$ cat src/rtl/hazard_ctrl_if.sv
// Pipeline-latch control bundle: hazard inputs from the latches/caches and
// the en/flush controls, halt flag and stall counter returned to the pipeline.
interface hazard_ctrl_if #(
    parameter int unsigned CNT_W = 32
);
    logic             ihit;
    logic             dhit;
    logic [4:0]       ifid_rs;
    logic [4:0]       ifid_rt;
    logic             idex_dREN;
    logic [4:0]       idex_rt;
    logic             exmem_dREN;
    logic             exmem_dWEN;
    logic             exmem_pc_redirect;
    logic             memwb_halt;

    logic             pc_en;
    logic             ifid_en;
    logic             ifid_flush;
    logic             idex_en;
    logic             idex_flush;
    logic             exmem_en;
    logic             exmem_flush;
    logic             memwb_en;
    logic             memwb_flush;
    logic             halted;
    logic [CNT_W-1:0] stall_count;

    // Pipeline side: supplies hazard inputs, consumes latch controls.
    modport master (
        output ihit, dhit, ifid_rs, ifid_rt, idex_dREN, idex_rt,
               exmem_dREN, exmem_dWEN, exmem_pc_redirect, memwb_halt,
        input  pc_en, ifid_en, ifid_flush, idex_en, idex_flush,
               exmem_en, exmem_flush, memwb_en, memwb_flush, halted, stall_count
    );

    // Hazard unit side.
    modport slave (
        input  ihit, dhit, ifid_rs, ifid_rt, idex_dREN, idex_rt,
               exmem_dREN, exmem_dWEN, exmem_pc_redirect, memwb_halt,
        output pc_en, ifid_en, ifid_flush, idex_en, idex_flush,
               exmem_en, exmem_flush, memwb_en, memwb_flush, halted, stall_count
    );
endinterface

$ cat src/rtl/hazard_ctrl.sv
// Hazard control for a 5-stage MIPS pipeline: latch en/flush decode, PC enable,
// data-wait / halt tracking and a saturating stall-cycle counter.
module hazard_ctrl #(
    parameter int unsigned CNT_W = 32
) (
    input  logic          CLK,
    input  logic          nRST,
    hazard_ctrl_if.slave  hz
);
    typedef enum logic [1:0] {
        RUN      = 2'd0,
        MEM_WAIT = 2'd1,
        HALT     = 2'd2
    } state_t;

    state_t           state;
    state_t           next_state;
    logic [CNT_W-1:0] stall_cnt;

    logic memop;
    logic lu;
    logic pc_en, ifid_en, ifid_flush, idex_en, idex_flush;
    logic exmem_en, exmem_flush, memwb_en, memwb_flush;

    assign memop = hz.exmem_dREN | hz.exmem_dWEN;
    assign lu    = hz.idex_dREN && (hz.idex_rt != 5'd0) &&
                   ((hz.idex_rt == hz.ifid_rs) || (hz.idex_rt == hz.ifid_rt));

    // Priority decode; while reset is held the RUN decode is presented.
    always_comb begin
        next_state  = state;
        pc_en       = 1'b0;
        ifid_en     = 1'b0;
        ifid_flush  = 1'b0;
        idex_en     = 1'b0;
        idex_flush  = 1'b0;
        exmem_en    = 1'b0;
        exmem_flush = 1'b0;
        memwb_en    = 1'b0;
        memwb_flush = 1'b0;

        if (nRST && (state == HALT)) begin
            next_state = HALT;
        end else if (hz.memwb_halt) begin
            next_state = HALT;
        end else if (memop && !hz.dhit) begin
            memwb_en    = 1'b1;
            memwb_flush = 1'b1;
            next_state  = MEM_WAIT;
        end else begin
            next_state = RUN;
            pc_en      = 1'b1;
            ifid_en    = 1'b1;
            idex_en    = 1'b1;
            exmem_en   = 1'b1;
            memwb_en   = 1'b1;
            if (hz.exmem_pc_redirect) begin
                ifid_flush  = 1'b1;
                idex_flush  = 1'b1;
                exmem_flush = 1'b1;
            end else if (lu) begin
                pc_en      = 1'b0;
                ifid_en    = 1'b0;
                idex_flush = 1'b1;
            end else if (!hz.ihit) begin
                pc_en      = 1'b0;
                ifid_flush = 1'b1;
            end
        end
    end

    // State register and saturating stall counter.
    always_ff @(posedge CLK) begin
        if (!nRST) begin
            state     <= RUN;
            stall_cnt <= '0;
        end else begin
            state <= next_state;
            if (!pc_en && (state != HALT) && (stall_cnt != {CNT_W{1'b1}})) begin
                stall_cnt <= stall_cnt + CNT_W'(1);
            end
        end
    end

    assign hz.pc_en       = pc_en;
    assign hz.ifid_en     = ifid_en;
    assign hz.ifid_flush  = ifid_flush;
    assign hz.idex_en     = idex_en;
    assign hz.idex_flush  = idex_flush;
    assign hz.exmem_en    = exmem_en;
    assign hz.exmem_flush = exmem_flush;
    assign hz.memwb_en    = memwb_en;
    assign hz.memwb_flush = memwb_flush;
    assign hz.halted      = (state == HALT);
    assign hz.stall_count = stall_cnt;

    // An outstanding data access must keep its request up until dhit.
    a_memop_held : assert property (@(posedge CLK) disable iff (!nRST)
        (state == MEM_WAIT) |-> memop);

endmodule

$ cat src/flat_wrapper.sv
// flat-port wrapper written by rule: the top's interface ports become plain ports
module hazard_ctrl_flat 
#(
    parameter int unsigned CNT_W = 32
)
  (CLK, nRST, hz_ihit, hz_dhit, hz_ifid_rs, hz_ifid_rt, hz_idex_dREN, hz_idex_rt, hz_exmem_dREN, hz_exmem_dWEN, hz_exmem_pc_redirect, hz_memwb_halt, hz_pc_en, hz_ifid_en, hz_ifid_flush, hz_idex_en, hz_idex_flush, hz_exmem_en, hz_exmem_flush, hz_memwb_en, hz_memwb_flush, hz_halted, hz_stall_count);
  hazard_ctrl_if #(.CNT_W(CNT_W)) hz_i ();
  input  logic CLK;
  input  logic nRST;
  input wire logic [$bits(hz_i.ihit)-1:0] hz_ihit;
  input wire logic [$bits(hz_i.dhit)-1:0] hz_dhit;
  input wire logic [$bits(hz_i.ifid_rs)-1:0] hz_ifid_rs;
  input wire logic [$bits(hz_i.ifid_rt)-1:0] hz_ifid_rt;
  input wire logic [$bits(hz_i.idex_dREN)-1:0] hz_idex_dREN;
  input wire logic [$bits(hz_i.idex_rt)-1:0] hz_idex_rt;
  input wire logic [$bits(hz_i.exmem_dREN)-1:0] hz_exmem_dREN;
  input wire logic [$bits(hz_i.exmem_dWEN)-1:0] hz_exmem_dWEN;
  input wire logic [$bits(hz_i.exmem_pc_redirect)-1:0] hz_exmem_pc_redirect;
  input wire logic [$bits(hz_i.memwb_halt)-1:0] hz_memwb_halt;
  output wire logic [$bits(hz_i.pc_en)-1:0] hz_pc_en;
  output wire logic [$bits(hz_i.ifid_en)-1:0] hz_ifid_en;
  output wire logic [$bits(hz_i.ifid_flush)-1:0] hz_ifid_flush;
  output wire logic [$bits(hz_i.idex_en)-1:0] hz_idex_en;
  output wire logic [$bits(hz_i.idex_flush)-1:0] hz_idex_flush;
  output wire logic [$bits(hz_i.exmem_en)-1:0] hz_exmem_en;
  output wire logic [$bits(hz_i.exmem_flush)-1:0] hz_exmem_flush;
  output wire logic [$bits(hz_i.memwb_en)-1:0] hz_memwb_en;
  output wire logic [$bits(hz_i.memwb_flush)-1:0] hz_memwb_flush;
  output wire logic [$bits(hz_i.halted)-1:0] hz_halted;
  output wire logic [$bits(hz_i.stall_count)-1:0] hz_stall_count;
  assign hz_i.ihit = hz_ihit;
  assign hz_i.dhit = hz_dhit;
  assign hz_i.ifid_rs = hz_ifid_rs;
  assign hz_i.ifid_rt = hz_ifid_rt;
  assign hz_i.idex_dREN = hz_idex_dREN;
  assign hz_i.idex_rt = hz_idex_rt;
  assign hz_i.exmem_dREN = hz_exmem_dREN;
  assign hz_i.exmem_dWEN = hz_exmem_dWEN;
  assign hz_i.exmem_pc_redirect = hz_exmem_pc_redirect;
  assign hz_i.memwb_halt = hz_memwb_halt;
  assign hz_pc_en = hz_i.pc_en;
  assign hz_ifid_en = hz_i.ifid_en;
  assign hz_ifid_flush = hz_i.ifid_flush;
  assign hz_idex_en = hz_i.idex_en;
  assign hz_idex_flush = hz_i.idex_flush;
  assign hz_exmem_en = hz_i.exmem_en;
  assign hz_exmem_flush = hz_i.exmem_flush;
  assign hz_memwb_en = hz_i.memwb_en;
  assign hz_memwb_flush = hz_i.memwb_flush;
  assign hz_halted = hz_i.halted;
  assign hz_stall_count = hz_i.stall_count;
  hazard_ctrl #(.CNT_W(CNT_W)) u_core (.CLK(CLK), .nRST(nRST), .hz(hz_i));
endmodule
$ cat config.mk
export PLATFORM = sky130hd
export DESIGN_NAME = hazard_ctrl_flat
export DESIGN_NICKNAME = d
export VERILOG_FILES = /design/src/rtl/hazard_ctrl_if.sv /design/src/rtl/hazard_ctrl.sv /design/src/flat_wrapper.sv
export SDC_FILE = /design/constraint.sdc
export NUM_CORES = 1
export LEC_CHECK = 0
export CAP_MARGIN = 10
export CORE_MARGIN = 2
export CORE_UTILIZATION = 46
export DETAILED_ROUTE_END_ITERATION = 12
export PLACE_DENSITY = 0.88
export SLEW_MARGIN = 20
export SYNTH_ARGS = -nofsm -noshare
export SYNTH_HDL_FRONTEND = slang
export SYNTH_SLANG_ARGS = --single-unit
$ cat constraint.sdc
create_clock -name CLK -period 3 [get_ports CLK]
set_clock_uncertainty 0.2 [all_clocks]
set_input_delay 0.3 -clock CLK [delete_from_list [all_inputs] [get_ports CLK]]
set_output_delay 0.3 -clock CLK [all_outputs]
set_load 0.1 [all_outputs]
==> results of run 1 <==
==> state kept, by name (all words and copies together) (netlist names) <==
| signal | flops |
|---|---|
| u_core.state | 2 |
| u_core.hz.stall_count | 32 |
==> final cells by class <==
class	count	area share [%]
multi-input combinational	191	45.3
timing repair buffer	71	25.2
sequential	34	23.6
clock buffer	7	2.99
tap	52	2.25
inverter	4	0.520
clock inverter	1	0.173
==> worst paths after layout <==
check                                                 end                       from  slack (ps)  depth (start not counted)
worst min-delay path            u_core.hz.stall_count[29]  u_core.hz.stall_count[29]         290                          2
worst max register to register  u_core.hz.stall_count[25]   u_core.hz.stall_count[0]         600                          8
worst min register to register  u_core.hz.stall_count[29]  u_core.hz.stall_count[29]         290                          2
worst max-delay path                             hz_pc_en              hz_idex_rt[3]         380                          9
==> cells by family after synthesis <==
| kind of cell | synth area share (%) |
|---|---|
| muxes | 3.43 |
| AOI/OAI and AO/OA | 18.6 |
| xor gates and xnor gates | 4.29 |
| DFF | 33.4 |
| and+or+nand+nor | 34.6 |
| buffers and inverters | 5.09 |
| adders and majority gates | 0.613 |
==> per-stage QoR <==
step / hold slack, ps / setup TNS, ps / instance area (um^2)
6_report: 292 / 0 / 2890
4_1_cts: 293 / 0 / 2890
3_5_place_dp: 282 / 0 / 2800
3_3_place_gp: 266 / 0 / 2800
2_1_floorplan: 250 / -33.0 / 2080
5_1_grt: 321 / 0 / 2890
==> cell usage in the layout, fill, tap and decap left out, types with 4 or more instances in the layout <==
cell,n
a21oi_1,21
and2_1,4
and3_1,6
buf_12,11
buf_4,37
clkbuf_8,6
clkdlybuf4s50_1,23
dfxtp_1,34
inv_1,4
mux2i_1,7
nand2_1,18
nand2b_1,9
nand3_1,12
nand4_1,11
nor2_1,8
nor3_1,5
nor4_1,4
o31ai_1,19
or4_1,19
xnor2_1,4
xor2_1,6
==> power groups by stage <==
stage | Clock [uW] | Combinational (uW) | Sequential [uW]
6_report | 347 | 258 | 462
5_1_grt | 371 | 273 | 462
4_1_cts | 354 | 260 | 462
3_5_place_dp | 0 | 259 | 472
3_3_place_gp | 0 | 255 | 472
2_1_floorplan | 0 | 136 | 496
==> worst max-delay path, delay by kind of cell <==
kind | cells | cell delay (ps)
AND/OR/NAND/NOR | 3 | 370
XOR/XNOR | 1 | 180
buffers and inverters | 3 | 740
AO/OA/AOI/OAI | 2 | 520
==> per-layer routing <==
metal | global-route usage (%) | wire, um | up-vias
met4 | 7.34 | 62 | 0
met1 | 26.2 | 2210 | 988
met2 | 34.7 | 2390 | 73
met5 | 0 | 0 | -
li1 | - | - | 1076
met3 | 6.13 | 404 | 6
==> impl_metrics.yaml, run 1 <==
timing:
  slew_violations: 0
  clock.fmax_mhz: 382
  fin_crit_ps: 2620
  period_share_pct: 87.2
  worst_pin_slew_ps: 678
  hold_viol_final: 0
  rsz0062_at_grt: "false"
  slew_headroom_pct: 54.7
  setup_viol: 0
  timing.final.ws_setup_ps: 384
outcome:
  outcome: "finished clean"
cells_and_area:
  areaGrowthSynthToFinish_pct: 41.4
  final_util_pct: 66.8
  sequential_cell_area_um2: 681
  layout.cells.non_filler: 360
  final_net_count: 332
  multi_input_area_um2: 1310
  drive_above_1_share_pct: 23.7
  antenna_cells: 0
  fillers: 346
routing:
  drt-total-wl_um: 5070
  via_per_inst: 5.95
  drt-pass1-iter-count: 4
  num_vias: 2143
  drc: 0
  drtAntennaViolNets: 0
  wl_per_cell_um: 14.1
  drtIter0Drc: 156
cts:
  clock_sinks: 34
  hold_buffers: 0
  clock_path_buffers: 2
  clock_latency_ps: 290
  cts_tree: "yes"
  postCtsSetupBuffers: 0
  postCtsResizedCells: 0
  cts-root-buf: "clkbuf_8"
  h-tree-depth: 2
  clk_pin_slew_worst_paths_ps: 60
  cts-buffers-inserted: 5
synth:
  syn_avg_cell_area_um2: 8.23
  synth_cells: 248
  yosysSeqAreaShare_pct: 33.4
  syn_nets: 273
  synth.largest_area_cell: "dfxtp_1"
  yosys_warnings: 0
  ys_types: 41
  synth_flop_cell: "dfxtp_1"
  synthTopCellsByArea: "dfxtp_1, o31ai_1, or4_1, a21oi_1, mux2i_1"
  synthTopCellsByCount: "dfxtp_1, a21oi_1, o31ai_1, or4_1, nand2_1"
  synthesis.area_um2: 2040
  ys_async_sr_fraction_pct: 0
  ys_seq_elements: 34
  synth_edf_count: 0
  synth_top_area_share_pct: 33.4
  synth_most_common_cell: "dfxtp_1"
flow_run:
  max_cap_viol_count: 0
power_and_ir_drop:
  switching_share_pct: 31.0
  irDropWorstVdd_v: 0.000278
  pwr-share-comb_pct: 24.2
  power.internal_uw: 736
  leakage_uw: 0.00103
  p_seq_share_pct: 43.3
  clkPwrFrac_pct: 32.5
  switchingPower_uw: 331
  total_power_uw: 1070
  p_per_area_nw_per_um2: 370
critical_path:
  cp-start-kind: "input pin"
  critPathKind: "in -> out"
  path_cells: "clkdlybuf4s50_1, xor2_1, nor3_1, nand3_1, a21oi_2, inv_1, a21oi_1, nor2b_4, buf_12"
  slowest_delay_ps: 460
  crit_path_end_kind: "output port"
  crit_path_max_fanout: 4
  worstPathRequired_ps: 2500
  crit_slowest_cell: "clkdlybuf4s50_1"
  cp.arrival_ps: 2120
place:
  place_ws_ps: 260
  place_hpwl_um: 3530
  dp_cells: 352
  port_buffers: 65
  place_congestion: 0.752
floorplan:
  rows: 24
  die_h_um: 70.6
  die_width_um: 70.6
  initial_core_util_pct: 47.2
  io_pins: 66
  core_um2: 4320
  die_area_um2: 4990
grt:
  grt_pass1_vias: 1934
  grt_start_max_net_pins: 58
  antenna_found_initial: 0
  gr-total-overflow: 0
  grt_usage_pct: 21.0
  grt_pass1_wl_um: 8610
worst_hold_path:
  hp-class: "reg -> reg"
(Power assumes the default switching activity.)
==> run 2, diff against run 1 <==
Settings changed: SLEW_MARGIN 20 to not set.
==> results of run 2 <==
Final layout, timing and power as in run 1 (identical DEF).
